### config.mk
export PLATFORM = sky130hd
export DESIGN_NAME = rv32i_fetch_unit_flat
export DESIGN_NICKNAME = d
export VERILOG_FILES = /design/src/rtl/rv32i_fetch_unit_if.sv /design/src/rtl/rv32i_fetch_unit.sv /design/src/flat_wrapper.sv
export SDC_FILE = /design/constraint.sdc
export NUM_CORES = 1
export LEC_CHECK = 0
export BUFFER_PORTS_ARGS = -buffer_cell sky130_fd_sc_hd__buf_4
export CORE_ASPECT_RATIO = 0.9
export CORE_UTILIZATION = 35
export CTS_CLUSTER_SIZE = 16
export DETAILED_ROUTE_END_ITERATION = 10
export PLACE_DENSITY = 0.66
export SYNTH_ARGS = -nofsm -noshare
export SYNTH_HDL_FRONTEND = slang
export SYNTH_SLANG_ARGS = --single-unit
### constraint.sdc
create_clock -name clock -period 6.1 [get_ports clock]
set_input_delay 0.61 -clock clock [delete_from_list [all_inputs] [get_ports clock]]
set_output_delay 0.61 -clock clock [all_outputs]
set_load 0.05 [all_outputs]
### src/rtl/rv32i_fetch_unit_if.sv
// Handshake bundle between the fetch unit, instruction memory, the execute-stage
// redirect path and decode.
interface rv32i_fetch_unit_if;
  logic        imem_req_valid;
  logic        imem_req_ready;
  logic [31:0] imem_req_addr;
  logic        imem_rsp_valid;
  logic [31:0] imem_rsp_data;
  logic        redirect_valid;
  logic [31:0] redirect_pc;
  logic        inst_valid;
  logic        inst_ready;
  logic [31:0] inst_data;
  logic [31:0] inst_pc;
  logic        misalign_err;

  modport master (
    output imem_req_valid, imem_req_addr, inst_valid, inst_data, inst_pc, misalign_err,
    input  imem_req_ready, imem_rsp_valid, imem_rsp_data, redirect_valid, redirect_pc,
    input  inst_ready
  );

  modport slave (
    input  imem_req_valid, imem_req_addr, inst_valid, inst_data, inst_pc, misalign_err,
    output imem_req_ready, imem_rsp_valid, imem_rsp_data, redirect_valid, redirect_pc,
    output inst_ready
  );
endinterface

### src/rtl/rv32i_fetch_unit.sv
// RV32I instruction fetch: issues word fetches, queues in-order responses in a
// 2-entry registered queue and handles redirects, dropping stale responses.
module rv32i_fetch_unit #(
  parameter logic [31:0] RESET_PC = 32'h0000_0000,
  parameter int          QDEPTH   = 2  // queue logic below is written for exactly 2 entries
) (
  input  logic               clock,
  input  logic               reset_n,
  rv32i_fetch_unit_if.master bus
);

  typedef enum logic {RUN, HALT} state_t;

  state_t      state, state_nx;
  logic [31:0] fetch_pc, fetch_pc_nx;
  logic [31:0] q_data [2];
  logic [31:0] q_pc   [2];
  logic        head, head_nx;
  logic [1:0]  count, count_nx;
  logic [1:0]  outstanding, outstanding_nx;
  logic [3:0]  drop_cnt, drop_nx;
  logic        misalign, misalign_nx;

  logic        req_fire, pop, rsp_drop, rsp_live, wr_en, wr_idx;
  logic [2:0]  in_flight;
  logic [31:0] rsp_pc;

  assign in_flight = {1'b0, outstanding} + {1'b0, count};
  assign req_fire  = bus.imem_req_valid & bus.imem_req_ready;
  assign pop       = bus.inst_valid & bus.inst_ready;
  assign rsp_drop  = bus.imem_rsp_valid & (drop_cnt != 4'd0);
  // A response with nothing outstanding and nothing to drop is ignored outright.
  assign rsp_live  = bus.imem_rsp_valid & (drop_cnt == 4'd0) & (outstanding != 2'd0);
  assign wr_en     = rsp_live & ~bus.redirect_valid;
  assign wr_idx    = head ^ count[0];
  // Live requests since the last redirect are sequential, so the oldest one's
  // address is recovered from fetch_pc instead of being stored per request.
  assign rsp_pc    = fetch_pc - {28'd0, outstanding, 2'b00};

  assign bus.imem_req_valid = reset_n && (state == RUN) && (in_flight < 3'(QDEPTH));
  assign bus.imem_req_addr  = fetch_pc;
  assign bus.inst_valid     = (count != 2'd0);
  assign bus.inst_data      = q_data[head];
  assign bus.inst_pc        = q_pc[head];
  assign bus.misalign_err   = misalign;

  always_comb begin
    // NOTE: every variable gets its hold value first, so no path can infer a latch.
    state_nx       = state;
    fetch_pc_nx    = fetch_pc;
    head_nx        = head;
    count_nx       = count;
    outstanding_nx = outstanding;
    drop_nx        = drop_cnt - 4'(rsp_drop);
    misalign_nx    = misalign;

    if (bus.redirect_valid) begin
      // Everything in flight, including a request handshaking now, becomes stale.
      drop_nx        = drop_cnt - 4'(rsp_drop) + 4'(outstanding) - 4'(rsp_live) + 4'(req_fire);
      outstanding_nx = 2'd0;
      count_nx       = 2'd0;
      head_nx        = 1'b0;
      fetch_pc_nx    = bus.redirect_pc;
      if (bus.redirect_pc[1:0] == 2'b00) begin
        state_nx    = RUN;
        misalign_nx = 1'b0;
      end else begin
        state_nx    = HALT;
        misalign_nx = 1'b1;
      end
    end else begin
      outstanding_nx = outstanding + 2'(req_fire) - 2'(rsp_live);
      count_nx       = count + 2'(rsp_live) - 2'(pop);
      head_nx        = head ^ pop;
      if (req_fire) fetch_pc_nx = fetch_pc + 32'd4;
    end
  end

  // NOTE: sequential state uses non-blocking assignments so every register
  // samples pre-edge values regardless of process ordering.
  always_ff @(posedge clock) begin
    if (!reset_n) begin
      state       <= RUN;
      fetch_pc    <= RESET_PC;
      head        <= 1'b0;
      count       <= 2'd0;
      outstanding <= 2'd0;
      drop_cnt    <= 4'd0;
      misalign    <= 1'b0;
    end else begin
      state       <= state_nx;
      fetch_pc    <= fetch_pc_nx;
      head        <= head_nx;
      count       <= count_nx;
      outstanding <= outstanding_nx;
      drop_cnt    <= drop_nx;
      misalign    <= misalign_nx;
    end
  end

  // NOTE: the queue storage is reset because inst_data/inst_pc must read zero
  // out of reset; larger memories would normally be left unreset.
  always_ff @(posedge clock) begin
    if (!reset_n) begin
      for (int i = 0; i < 2; i++) begin
        q_data[i] <= 32'd0;
        q_pc[i]   <= 32'd0;
      end
    end else if (wr_en) begin
      q_data[wr_idx] <= bus.imem_rsp_data;
      q_pc[wr_idx]   <= rsp_pc;
    end
  end

endmodule

### src/flat_wrapper.sv
// flat-port wrapper written by rule: the top's interface ports become plain ports
module rv32i_fetch_unit_flat 
#(
  parameter logic [31:0] RESET_PC = 32'h0000_0000,
  parameter int          QDEPTH   = 2                                                       
)
  (clock, reset_n, bus_imem_req_valid, bus_imem_req_addr, bus_inst_valid, bus_inst_data, bus_inst_pc, bus_misalign_err, bus_imem_req_ready, bus_imem_rsp_valid, bus_imem_rsp_data, bus_redirect_valid, bus_redirect_pc, bus_inst_ready);
  rv32i_fetch_unit_if bus_i ();
  input  logic clock;
  input  logic reset_n;
  output wire logic [$bits(bus_i.imem_req_valid)-1:0] bus_imem_req_valid;
  output wire logic [$bits(bus_i.imem_req_addr)-1:0] bus_imem_req_addr;
  output wire logic [$bits(bus_i.inst_valid)-1:0] bus_inst_valid;
  output wire logic [$bits(bus_i.inst_data)-1:0] bus_inst_data;
  output wire logic [$bits(bus_i.inst_pc)-1:0] bus_inst_pc;
  output wire logic [$bits(bus_i.misalign_err)-1:0] bus_misalign_err;
  input wire logic [$bits(bus_i.imem_req_ready)-1:0] bus_imem_req_ready;
  input wire logic [$bits(bus_i.imem_rsp_valid)-1:0] bus_imem_rsp_valid;
  input wire logic [$bits(bus_i.imem_rsp_data)-1:0] bus_imem_rsp_data;
  input wire logic [$bits(bus_i.redirect_valid)-1:0] bus_redirect_valid;
  input wire logic [$bits(bus_i.redirect_pc)-1:0] bus_redirect_pc;
  input wire logic [$bits(bus_i.inst_ready)-1:0] bus_inst_ready;
  assign bus_imem_req_valid = bus_i.imem_req_valid;
  assign bus_imem_req_addr = bus_i.imem_req_addr;
  assign bus_inst_valid = bus_i.inst_valid;
  assign bus_inst_data = bus_i.inst_data;
  assign bus_inst_pc = bus_i.inst_pc;
  assign bus_misalign_err = bus_i.misalign_err;
  assign bus_i.imem_req_ready = bus_imem_req_ready;
  assign bus_i.imem_rsp_valid = bus_imem_rsp_valid;
  assign bus_i.imem_rsp_data = bus_imem_rsp_data;
  assign bus_i.redirect_valid = bus_redirect_valid;
  assign bus_i.redirect_pc = bus_redirect_pc;
  assign bus_i.inst_ready = bus_inst_ready;
  rv32i_fetch_unit #(.RESET_PC(RESET_PC), .QDEPTH(QDEPTH)) u_core (.clock(clock), .reset_n(reset_n), .bus(bus_i));
endmodule
==> metrics.txt <==
status=finished clean; register clock-pin slew on the reported worst setup and hold paths=70 ps; hold-fix buffer count after cts=0; number of buffers and inverters on the critical path=1; Total Neg Setup Slack=0 ps; sequential fraction of the synthesis area=53.79%; number of storage elements in the synthesis netlist=170; clock latency reported for the late side of the worst-skew pair=430 ps; via count of the first global-routing pass=5810; number of vias per cell after detailed routing=5.086; worst hold-check path type=in -> reg; residual antenna-violating net count after detailed routing=0; number of fillers in the final layout=2275; Fmax=280.1 MHz; Synth Instances=760; post-layout worst setup margin=2530 ps; Port Buffer Count=168; n_diodes=0; wirelength, routed=21.55 mm; Pre-antenna DRT Iters=5; cell area power density=280.3 mW/mm^2; number of enable flip-flop cells after synthesis=128; core region area=0.02432 sq mm; relative slew slack=34.28%; Reg2Reg Launch Point=u_core.count[0]; pin count of the biggest net entering global routing=71; number of maximum-capacitance violations=0; worst hold path stage count=2; Cell variety after synth=56; Synth async-reset ratio=0%; synthesized cell area=0.008708 sq mm; overall via count from detail_route=6184; antenna violations before repair=0; number of nets in the synthesized netlist=847; remaining routing DRC violations=0; die outline area=0.02552 sq mm; detailed placer's ending HPWL=15.03 mm; part of the power in combinational logic=18.9%; critical path launch point type=flop; area after detailed placement=0.01012 sq mm; ordered cell list for the critical path=inv_1 -> nor2_1 -> fa_1 -> nor4b_4 -> nand2_1 -> ha_1 -> fa_1 -> nor2b_1 -> o21ai_0 -> nor2b_1 -> xnor2_1 -> o31ai_1; worst hold margin=410.9 ps; crit path kind=reg -> reg; number of sinks handled by clock tree synthesis=170; Reg2Reg Setup Slack=2530 ps; Worst setup endpoint=u_core.drop_cnt[3]; Clk pwr share=35.9%; Power Internal=2113 uW; per-instance average area after synthesis=11.46 sq um; Non-Filler Cell Area, Final=0.01072 sq mm; initial core utilization=35.80%; GRT Resource Usage Total=16.72%; maximum VDD drop=166.2 uV; yosys warns=0; final count of hold timing violations=0; maximum cell stage delay along the critical path=470 ps; top-level I/O count=169; worst reg2reg path depth=12; Post-CTS Repair Setup Buffers=0; Layout area overhead=23.05%; first-iteration detailed-routing DRC count=554; maximum net fanout on the critical path=8; Resized Gates After CTS=0; routability cong.=0.8323; height of the chip=151.6 um; number of buffers on the longest clock path=2; arrival time reported for the critical path endpoint=3910 ps; switching part of the total power=29.63%; largest delay contributor family on the critical path=adder cells; clock buffers created by TritonCTS=17; CTS tree=done; clock root buffer master=clkbuf_16; required time of the critical path=6440 ps; actual transition at the worst max-transition pin=985.9 ps; Max Clock Skew=14.69 ps; Max Slew Vio Count=0; Critical Path Sink Type=flop; global-route wire length before repair=32.60 mm; H-tree level count=4; detail-routed net length per standard cell=17.72 um; switching power=890.0 uW; crit share post-route=58.52%; multi-input gate area in the final layout=0.003650 sq mm; area occupied by registers=0.004686 sq mm; site row count=54; portion of total power attributed to sequential cells=45.2%; CP max-delay cell=fa_1; die boundary width=168.3 um; final setup fails=0; setup repair after global routing missed its margin=false; ys flop type=edfxtp_1; clock period minus final worst setup slack=3570 ps; GRT overflow=0; leakage component of the power=0.004369 uW; fraction of layout cells with a size suffix above 1=32.71%; Crit. Startpoint=u_core.count[0]; worst reg2reg path endpoint=u_core.drop_cnt[3]; Net count, final=982; pre-CTS WS=2272 ps; WP depth=12
sequential cells by signal, indices dropped and copies added, names as in the netlist:
name,flops
u_core.state,1
u_core.q_pc,64
u_core.q_data,64
u_core.outstanding,2
u_core.head,1
u_core.count,2
u_core.drop_cnt,4
u_core.bus.imem_req_addr,32
cells in the final DEF (no fill, tap or decap), types with 3 or more instances in the layout:
master / n
a21oi_1: 21
and2_1: 11
and3_1: 72
and4_1: 5
buf_4: 177
clkbuf_16: 17
dfxtp_1: 41
edfxtp_1: 128
fa_1: 4
ha_1: 13
inv_1: 19
inv_6: 5
inv_8: 6
mux2_2: 64
mux2i_1: 5
nand2_1: 31
nand2b_1: 5
nand3_1: 19
nand4_1: 7
nor2_1: 78
nor2b_1: 7
nor3_1: 20
nor3b_1: 3
nor4_1: 9
nor4_4: 3
o211a_1: 6
o21ai_0: 28
o31ai_1: 3
or4_1: 3
xnor2_1: 40
xor2_1: 20
power by group through the flow:
stage / logic (uW) / clock network, uW / registers (uW)
3_5_place_dp: 566 / 0 / 1380
6_report: 567 / 1080 / 1360
3_3_place_gp: 556 / 0 / 1380
5_1_grt: 627 / 1150 / 1360
2_1_floorplan: 379 / 0 / 1400
4_1_cts: 571 / 1090 / 1360
worst min path at each step:
stage	endpoint	startpoint
2_1_floorplan	u_core.bus.imem_req_addr[0]	u_core.bus.imem_req_addr[0]
3_3_place_gp	u_core.count[1]	u_core.count[1]
3_5_place_dp	u_core.count[1]	u_core.count[1]
4_1_cts	u_core.bus.imem_req_addr[26]	bus_redirect_pc[26]
5_1_grt	u_core.bus.imem_req_addr[26]	bus_redirect_pc[26]
6_report	u_core.bus.imem_req_addr[26]	bus_redirect_pc[26]
metrics by stage:
stage	power (uW)	util, %	std cells
after global routing	3138	44.05	1216
final	3003	44.05	1216
after CTS	3019	44.05	1216
after global placement	1935	41.63	1184
after floorplan	1781	-	760
after detailed placement	1948	41.63	1184
cell families after synthesis:
| kind of cell | synth area share [%] |
|---|---|
| muxes | 8.851 |
| buffers and inverters | 4.540 |
| and+or+nand+nor | 19.30 |
| adders and majority gates | 2.787 |
| AOI/OAI and AO/OA | 4.497 |
| xor gates and xnor gates | 6.236 |
| DFF | 53.79 |
worst reg2reg max path, cell delays in order (launching register included):
cell and delay, ps:
dfxtp_1 450, inv_1 100, nor2_1 140, fa_1 470, nor4b_4 450, nand2_1 290
ha_1 370, fa_1 440, nor2b_1 140, o21ai_0 120, nor2b_1 180, xnor2_1 130
o31ai_1 210
cell usage after synthesis, types with 3 or more instances:
master / n / area (sq um)
xnor2_1: 41 / 359.1
dfxtp_1: 42 / 840.8
inv_1: 19 / 71.32
xor2_1: 21 / 183.9
mux2_2: 64 / 720.7
nor3b_1: 3 / 22.52
edfxtp_1: 128 / 3844
nor3_1: 20 / 100.1
nor2b_1: 7 / 43.79
nand3_1: 19 / 95.09
and4_1: 5 / 43.79
buf_2: 16 / 80.08
nand2_1: 33 / 123.9
o31ai_1: 3 / 22.52
and2_1: 12 / 75.07
o211a_1: 6 / 60.06
buf_4: 5 / 37.54
clkbuf_1: 32 / 120.1
nand4_1: 7 / 43.79
and3_1: 72 / 450.4
nand2b_1: 5 / 31.28
or4_1: 3 / 22.52
o21ai_0: 28 / 140.1
fa_1: 4 / 80.08
mux2i_1: 5 / 50.05
nor4_4: 3 / 63.81
nor4_1: 9 / 56.30
nor2_1: 78 / 292.8
ha_1: 13 / 162.7
a21oi_1: 21 / 105.1
metal layers:
metal	track usage [%]	share of wire, %	up-vias
met5	0	0	-
met4	5.227	1.6	0
met3	3.818	5.3	19
met2	26.97	47	176
met1	22.36	46	2997
li1	-	-	2992
cell type report:
type                            instances  share of cell area, %
Sequential cell                       170                  43.73
Multi-Input combinational cell        509                  34.06
Tap cell                              308                  3.596
Clock buffer                           17                  3.970
Timing Repair Buffer                  177                  12.40
Inverter                               20                 0.7006
Clock inverter                         15                  1.541
No activity file was read; power rests on OpenSTA's default activity.
